$ cat config.mk
export PLATFORM = sky130hd
export DESIGN_NAME = traffic_gen_buf_flat
export DESIGN_NICKNAME = d
export VERILOG_FILES = /design/src/rtl/traffic_gen_buf_if.sv /design/src/rtl/traffic_gen_buf.sv /design/src/flat_wrapper.sv
export SDC_FILE = /design/constraint.sdc
export NUM_CORES = 1
export LEC_CHECK = 0
export CAP_MARGIN = 20
export CORE_AREA = 3 3 95 97
export CTS_CLUSTER_SIZE = 25
export DETAILED_ROUTE_END_ITERATION = 7
export DIE_AREA = 0 0 98 100
export PLACE_DENSITY = 0.58
export SLEW_MARGIN = 0
export SYNTH_ARGS = -nofsm -noshare
export SYNTH_HDL_FRONTEND = slang
export SYNTH_SLANG_ARGS = --single-unit
$ cat constraint.sdc
create_clock -name clk -period 3.2 [get_ports clk]
set_input_delay 0.64 -clock clk [delete_from_list [all_inputs] [get_ports clk]]
set_output_delay 0.64 -clock clk [all_outputs]
set_load 0.02 [all_outputs]
$ cat src/rtl/traffic_gen_buf_if.sv
// Flit output channel from a traffic generator toward a router local input port.
// Plain valid/ready handshake; the generator side is the master.
interface traffic_gen_buf_if #(
    parameter int DATA_W = 20
);
    logic [DATA_W-1:0] dataout;
    logic              out_valid;
    logic              out_ready;

    modport master (output dataout, output out_valid, input out_ready);
    modport slave  (input dataout, input out_valid, output out_ready);
endinterface

$ cat src/rtl/traffic_gen_buf.sv
// Per-node NoC flit injector: builds {payload, dest} flits on the fly with a
// selectable destination pattern, optional inter-flit gap and burst repeat.
module traffic_gen_buf #(
    parameter int NODE_ID    = 2,
    parameter int NUM_NODES  = 16,
    parameter int DEST_W     = 4,
    parameter int PAY_W      = 16,
    parameter int PKT_COUNT  = 30,
    parameter int GAP        = 0,
    parameter int FIXED_DEST = 0
) (
    input  logic                     clk,
    input  logic                     rst,
    input  logic                     enable,
    input  logic [1:0]               mode,
    input  logic                     repeat_en,
    input  logic                     restart,
    traffic_gen_buf_if.master        out_if,
    output logic                     done,
    output logic [7:0]               flit_cnt
);
    localparam int DATA_W = PAY_W + DEST_W;

    localparam logic [7:0]        NODE_BYTE    = 8'(NODE_ID);
    localparam logic [7:0]        LAST_IDX     = 8'(PKT_COUNT - 1);
    localparam logic [7:0]        GAP_LAST     = 8'(GAP - 1);
    localparam logic [DEST_W-1:0] RR_MAX       = DEST_W'(NUM_NODES - 1);
    localparam logic [DEST_W-1:0] DEST_FIXED   = DEST_W'(FIXED_DEST % NUM_NODES);
    localparam logic [DEST_W-1:0] DEST_TORNADO = DEST_W'((NODE_ID + NUM_NODES / 2 - 1) % NUM_NODES);
    localparam logic [DEST_W-1:0] DEST_COMPL   = DEST_W'(NUM_NODES - 1 - (NODE_ID % NUM_NODES));

    typedef enum logic [1:0] {ST_IDLE, ST_SEND, ST_GAP, ST_DONE} state_t;

    state_t            state_reg;
    logic [1:0]        mode_reg;
    logic [7:0]        idx_reg;
    logic [DEST_W-1:0] rr_reg;
    logic [7:0]        gap_cnt_reg;
    logic [DATA_W-1:0] dataout_reg;
    logic              valid_reg;
    logic              done_reg;
    logic [7:0]        flit_cnt_reg;

    logic              last_flit;
    logic              xfer;
    logic [7:0]        idx_next;
    logic [DEST_W-1:0] rr_next;

    // Sequence number is the 1-based flit index, wrapping at 256.
    function automatic logic [DATA_W-1:0] make_flit(input logic [7:0]        idx,
                                                    input logic [DEST_W-1:0] rr,
                                                    input logic [1:0]        pat);
        logic [15:0]       pay16;
        logic [DEST_W-1:0] dest;
        pay16 = {NODE_BYTE, idx + 8'd1};
        case (pat)
            2'd0:    dest = DEST_FIXED;
            2'd1:    dest = rr;
            2'd2:    dest = DEST_TORNADO;
            default: dest = DEST_COMPL;
        endcase
        return {PAY_W'(pay16), dest};
    endfunction

    always_comb begin
        xfer      = valid_reg & out_if.out_ready;
        last_flit = (idx_reg == LAST_IDX);
        idx_next  = last_flit ? 8'd0 : idx_reg + 8'd1;
        if (last_flit || rr_reg == RR_MAX) rr_next = '0;
        else                               rr_next = rr_reg + DEST_W'(1);
    end

    always_ff @(posedge clk or negedge rst) begin
        if (!rst) begin
            state_reg    <= ST_IDLE;
            mode_reg     <= 2'd0;
            idx_reg      <= 8'd0;
            rr_reg       <= '0;
            gap_cnt_reg  <= 8'd0;
            dataout_reg  <= '0;
            valid_reg    <= 1'b0;
            done_reg     <= 1'b0;
            flit_cnt_reg <= 8'd0;
        end else begin
            case (state_reg)
                ST_IDLE: begin
                    if (enable) begin
                        mode_reg     <= mode;
                        idx_reg      <= 8'd0;
                        rr_reg       <= '0;
                        flit_cnt_reg <= 8'd0;
                        dataout_reg  <= make_flit(8'd0, '0, mode);
                        valid_reg    <= 1'b1;
                        state_reg    <= ST_SEND;
                    end
                end
                ST_SEND: begin
                    if (xfer) begin
                        idx_reg <= idx_next;
                        rr_reg  <= rr_next;
                        if (last_flit && !repeat_en) begin
                            flit_cnt_reg <= flit_cnt_reg + 8'd1;
                            valid_reg    <= 1'b0;
                            done_reg     <= 1'b1;
                            state_reg    <= ST_DONE;
                        end else begin
                            flit_cnt_reg <= last_flit ? 8'd0 : flit_cnt_reg + 8'd1;
                            if (GAP > 0) begin
                                valid_reg   <= 1'b0;
                                gap_cnt_reg <= 8'd0;
                                state_reg   <= ST_GAP;
                            end else if (enable) begin
                                dataout_reg <= make_flit(idx_next, rr_next, mode_reg);
                                valid_reg   <= 1'b1;
                            end else begin
                                valid_reg   <= 1'b0;
                            end
                        end
                    end else if (!valid_reg && enable) begin
                        // Paused between flits: idx/rr already point at the next flit.
                        dataout_reg <= make_flit(idx_reg, rr_reg, mode_reg);
                        valid_reg   <= 1'b1;
                    end
                end
                ST_GAP: begin
                    if (gap_cnt_reg == GAP_LAST) begin
                        state_reg <= ST_SEND;
                        if (enable) begin
                            dataout_reg <= make_flit(idx_reg, rr_reg, mode_reg);
                            valid_reg   <= 1'b1;
                        end
                    end else begin
                        gap_cnt_reg <= gap_cnt_reg + 8'd1;
                    end
                end
                ST_DONE: begin
                    if (restart) begin
                        done_reg     <= 1'b0;
                        flit_cnt_reg <= 8'd0;
                        state_reg    <= ST_IDLE;
                    end
                end
                default: state_reg <= ST_IDLE;
            endcase
        end
    end

    assign out_if.dataout   = dataout_reg;
    assign out_if.out_valid = valid_reg;
    assign done             = done_reg;
    assign flit_cnt         = flit_cnt_reg;
endmodule

$ cat src/flat_wrapper.sv
// flat-port wrapper written by rule: the top's interface ports become plain ports
module traffic_gen_buf_flat 
#(
    parameter int NODE_ID    = 2,
    parameter int NUM_NODES  = 16,
    parameter int DEST_W     = 4,
    parameter int PAY_W      = 16,
    parameter int PKT_COUNT  = 30,
    parameter int GAP        = 0,
    parameter int FIXED_DEST = 0
)
  (clk, rst, enable, mode, repeat_en, restart, done, flit_cnt, out_if_dataout, out_if_out_valid, out_if_out_ready);
  traffic_gen_buf_if #(.DATA_W(20)) out_if_i ();
  input  logic clk;
  input  logic rst;
  input  logic enable;
  input  logic [1:0] mode;
  input  logic repeat_en;
  input  logic restart;
  output logic done;
  output logic [7:0] flit_cnt;
  output wire logic [$bits(out_if_i.dataout)-1:0] out_if_dataout;
  output wire logic [$bits(out_if_i.out_valid)-1:0] out_if_out_valid;
  input wire logic [$bits(out_if_i.out_ready)-1:0] out_if_out_ready;
  assign out_if_dataout = out_if_i.dataout;
  assign out_if_out_valid = out_if_i.out_valid;
  assign out_if_i.out_ready = out_if_out_ready;
  traffic_gen_buf #(.NODE_ID(NODE_ID), .NUM_NODES(NUM_NODES), .DEST_W(DEST_W), .PAY_W(PAY_W), .PKT_COUNT(PKT_COUNT), .GAP(GAP), .FIXED_DEST(FIXED_DEST)) u_core (.clk(clk), .rst(rst), .enable(enable), .mode(mode), .repeat_en(repeat_en), .restart(restart), .out_if(out_if_i), .done(done), .flit_cnt(flit_cnt));
endmodule
# Yosys cells after proc, flatten, opt, wreduce, memory -nomap -nowiden
# Index checks and enable logic that the tools add are counted.
# totals
ff_bits,54
elab_cells,97
# op_classes
addsub,5
n_eq_ne,19
n_mux,41
bitwise,2
reduce_logical,21
# op_table
cell,count
$mux W20,7
$pmux W20 S3,1
$mux W8,7
$add A8 B1 Y8 const B,4
$pmux W4 S3,2
$pmux W8 S3,1
$pmux W4 S2,2
$pmux W8 S2,1
$mux W4,3
$mux W2,5
$mux W1,9
$eq A2 B2 Y1 const B,4
$eq A8 B5 Y1 const B,1
$eq A8 B8 Y1 const B,1
$pmux W2 S4,1
$reduce_and A4 Y1,2
$reduce_and A7 Y1,1
$eq A2 B1 Y1 const B,3
$logic_not A2 Y1,3
$ne A2 B1 Y1 const B,3
$ne A2 B2 Y1 const B,3
$ne A3 B3 Y1 const B,2
$reduce_and A3 Y1,2
$reduce_bool A3 Y1,2
other kinds (14),18

# Logic depth before layout (Yosys ltp)
# depth
word_depth,8
ltp_mapped,10
depth_no_buf,8

# Worst setup path after synthesis
# Ideal clock, no wire load.
# synth_path
kind,flip-flop to flip-flop
start,reg u_core.idx_reg[1]
end,reg u_core.dataout_reg[10] (netlist: u_core.out_if.dataout[10])
setup_time_ns,0.121
arrival_time_ns,1.930
required_ns,3.079
slack_ns,1.149
stages_incl_launch_ff,8
n_path_buf,0
synth_period_minus_slack_ns,2.051
path_cell_list,dfrtp_1 ha_1 a21boi_0 o221ai_1 and2_4 or4b_1 a32oi_1 o21ai_1
# synth_via
elab_chain_len,7
elab_cells_between_ends,14
cone_classes,add/sub (2); eq/ne (2); mux (8); reduce/logical (2)
# synth_lines
element,line,rtl
from (decl),traffic_gen_buf.sv:36,logic [7:0] idx_reg;
from (signal assigned),traffic_gen_buf.sv:99,idx_reg <= idx_next;
$add A8 B1 Y8 or $eq A8 B5 Y1 (tied branches),"traffic_gen_buf.sv:55, traffic_gen_buf.sv:68, traffic_gen_buf.sv:67",
$mux W8,traffic_gen_buf.sv:68,idx_next = last_flit ? 8'd0 : idx_reg + 8'd1;
$add A8 B1 Y8,traffic_gen_buf.sv:55,"pay16 = {NODE_BYTE, idx + 8'd1};"
$mux W20,traffic_gen_buf.sv:112,end else if (enable) begin
$mux W20,traffic_gen_buf.sv:101,if (last_flit && !repeat_en) begin
$mux W20,traffic_gen_buf.sv:98,if (xfer) begin
$pmux W20 S3,traffic_gen_buf.sv:85,case (state_reg)
to (signal assigned),traffic_gen_buf.sv:92,"dataout_reg <= make_flit(8'd0, '0, mode);"
to (signal assigned),traffic_gen_buf.sv:113,"dataout_reg <= make_flit(idx_next, rr_next, mode_reg);"
to (signal assigned),traffic_gen_buf.sv:121,"dataout_reg <= make_flit(idx_reg, rr_reg, mode_reg);"
to (decl),traffic_gen_buf.sv:39,logic [DATA_W-1:0] dataout_reg;
# Parallel ways exist; a longest one is shown, timed or not. The select of a mux whose other input is x is not followed.
# A chain may end at the register's enable or synchronous reset.

# Worst setup path in the final report
# layout_path
start,reg u_core.idx_reg[0]
end,reg u_core.dataout_reg[11] (netlist: u_core.out_if.dataout[11])
# Same word-level chain as after synthesis.

==> impl_results.md <==
* DIE AREA at 0.00980 mm^2
* Required time of the critical path at 3390 ps
* Max FFs per register at 13
* Number of flops mapped to enable cells by yosys at 0
* Synth area leaders: dfrtp_1, nand2_1, ha_1, o21ai_0, xor2_1
* Starting Density at 34.9%
* Total GRT Usage at 14.2%
* Period utilisation layout at 81.1%
* Pre-CTS WS at 531 ps
* # port buffers at 30
* Final WS setup at 604 ps
* Worst-case clock buffer depth at 2
* Yosys top cell area share at 41.0%
* Fmax at 385 MHz
* Cts bufs inserted at 5
* Core footprint at 0.00822 mm^2
* WHS at 375 ps
* Antenna violations before repair at 0
* Worst-path cell chain: ha_1, xor2_1, nor3b_1, a21boi_0, nand3_1, mux2i_1, a21oi_1
* Routed vias at 2353
* Syn Area/Cell at 9.07 um^2
* First-pass GRT wire length at 11.5 mm
* Synth area leader: dfrtp_1
* CP top delay family: flip-flops
* Row count at 33
* DRT Pass-1 Iters at 4
* Wire length per cell at 14.5 um
* Leakage at 1.48 nW
* Power per Cell Area at 548 mW/mm^2
* Status: completed
* CP bufs+invs at 0
* I/O Pins at 38
* Max Cap Violations at 0
* Final Setup Violations at 0
* Clock root cell: clkbuf_8
* Area delta synth->final at 17.2%
* Yosys warning count at 0
* Clock skew at 4.98 ps
* Worst Path Max Fanout at 12
* Antenna-violating nets left at 0
* Most frequent cell after synthesis: dfrtp_1
* Hold Buf Count CTS at 0
* Iteration-0 DRC Markers at 196
* Number of diodes at 0
* Worst-path clk slew at 90 ps
* Slew Limit Fails at 0
* Ys async rst share at 100%
* Seq/Total Area, Yosys at 41.0%
* Synth Instances at 316
* Synth Flop Type: dfrtp_1
* Clk_lat worst skew at 300 ps
* Final core utilization at 40.9%
* CP arrival at 2780 ps
* Share of layout cells above drive strength 1 at 6.92%
* R2R Setup Slk at 600 ps
* Dpl hpwl at 4.84 mm
* CTS Sinks at 47
* Vias in the first global route at 2316
* Hold Fails Final Rpt at 0
* DRC at 0
* Max_slew headroom at 53.9%
* Total setup buffers inserted after CTS at 0
* Die Y at 100 um
* Overflow after GRT at 0
* CTS tree: yes
* Drt total wl at 6.57 mm
* Worst-margin pin slew at 691 ps
* Chip width at 98 um
* Final Net Count at 367
* Yosys cell types at 56
* Cell at the slowest stage of the critical path: dfrtp_1
* Post-Route Setup TNS at 0 ps
* Worst Setup Path Type: flop to flop
* Average via count per standard cell at 5.21
* Largest net degree at the start of global routing at 31
* #FFs+latches synth at 47
* Unrepaired setup endpoints after global routing: false
* Hold Path Class: input port to async pin
* Most frequent cells after synthesis: dfrtp_1, nand2_1, o21ai_0
* Routability congestion estimate at 0.864
* Post-CTS sizing at 0
* Tmin final at 2600 ps
* Startpoint types: flop
* H-tree depth at 2
* Synthesized area at 0.00287 mm^2
* CP max stage delay at 640 ps
* Peak VDD IR at 0.000234 V
* CP Capture Type: flop
==> metal layers <==
metal  vias up  share of wire, %  GRT usage [%]
li1       1167                 -              -
met1      1132                46           19.1
met2        46                48           23.3
met3         8               4.6           2.57
met4         0               1.4           4.26
met5         -                 0              0
==> path summary, 6_finish.rpt <==
| check | cells past startpoint | endpoint | from |
|---|---|---|---|
| setup reg to reg | 7 | u_core.out_if.dataout[11] | u_core.idx_reg[0] |
| setup / recovery | 7 | u_core.out_if.dataout[11] | u_core.idx_reg[0] |
| max in group asynchronous | 2 | u_core.out_if.dataout[7] | rst |
| hold / removal | 1 | u_core.rr_reg[2] | rst |
| min in group clk | 1 | u_core.gap_cnt_reg[6] | u_core.gap_cnt_reg[6] |
| hold reg to reg | 1 | u_core.gap_cnt_reg[6] | u_core.gap_cnt_reg[6] |
==> report_power, final <==
group | internal (W) | switching, W | total (W) | leakage [nW]
Combinational | 0.000267 | 0.000317 | 0.000585 | 0.819
Clock | 0.000229 | 0.000206 | 0.000435 | 0.0502
Sequential | 0.000686 | 0.000134 | 0.000819 | 0.611
==> kinds of logic after synthesis <==
logic type	count (synthesis)	synth area share (%)
DFF	47	41.0
xor gates and xnor gates	21	6.42
muxes	6	2.23
and+or+nand+nor	114	19.8
other	1	0.131
adders and majority gates	12	5.24
buffers and inverters	31	5.76
AOI/OAI and AO/OA	84	19.3
==> cell type report <==
type / instances / area (um^2)
clock buffers: 5 / 68.8
clock inverters: 2 / 37.5
fillers: 810 / 4860
inverters: 11 / 41.3
multi-input cells: 244 / 1550
flip-flops and latches: 47 / 1180
well taps: 105 / 131
repair buffers: 38 / 355
==> stage by stage <==
stage                     instances  area [um^2]  power, W
after floorplan                 322         2890   0.00120
after global placement          445         3250   0.00141
after detailed placement        445         3250   0.00142
after CTS                       452         3360   0.00186
after global routing            452         3360   0.00197
final                           452         3360   0.00184
==> placed cells by master (no fill, tap or decap), types with 5 or more instances in the layout <==
cell type and count:
clkbuf_8 5, dfrtp_1 47, nand2b_1 6, conb_1 7, inv_1 11, xor2_1 13, o31ai_1 6, nor2b_1 7
nand3_1 10, clkdlybuf4s50_1 29, ha_1 12, buf_4 8, nand2_1 43, nor2_1 22, xnor2_1 8, o21ai_0 30
a21oi_1 15
(Power assumes the default switching activity.)
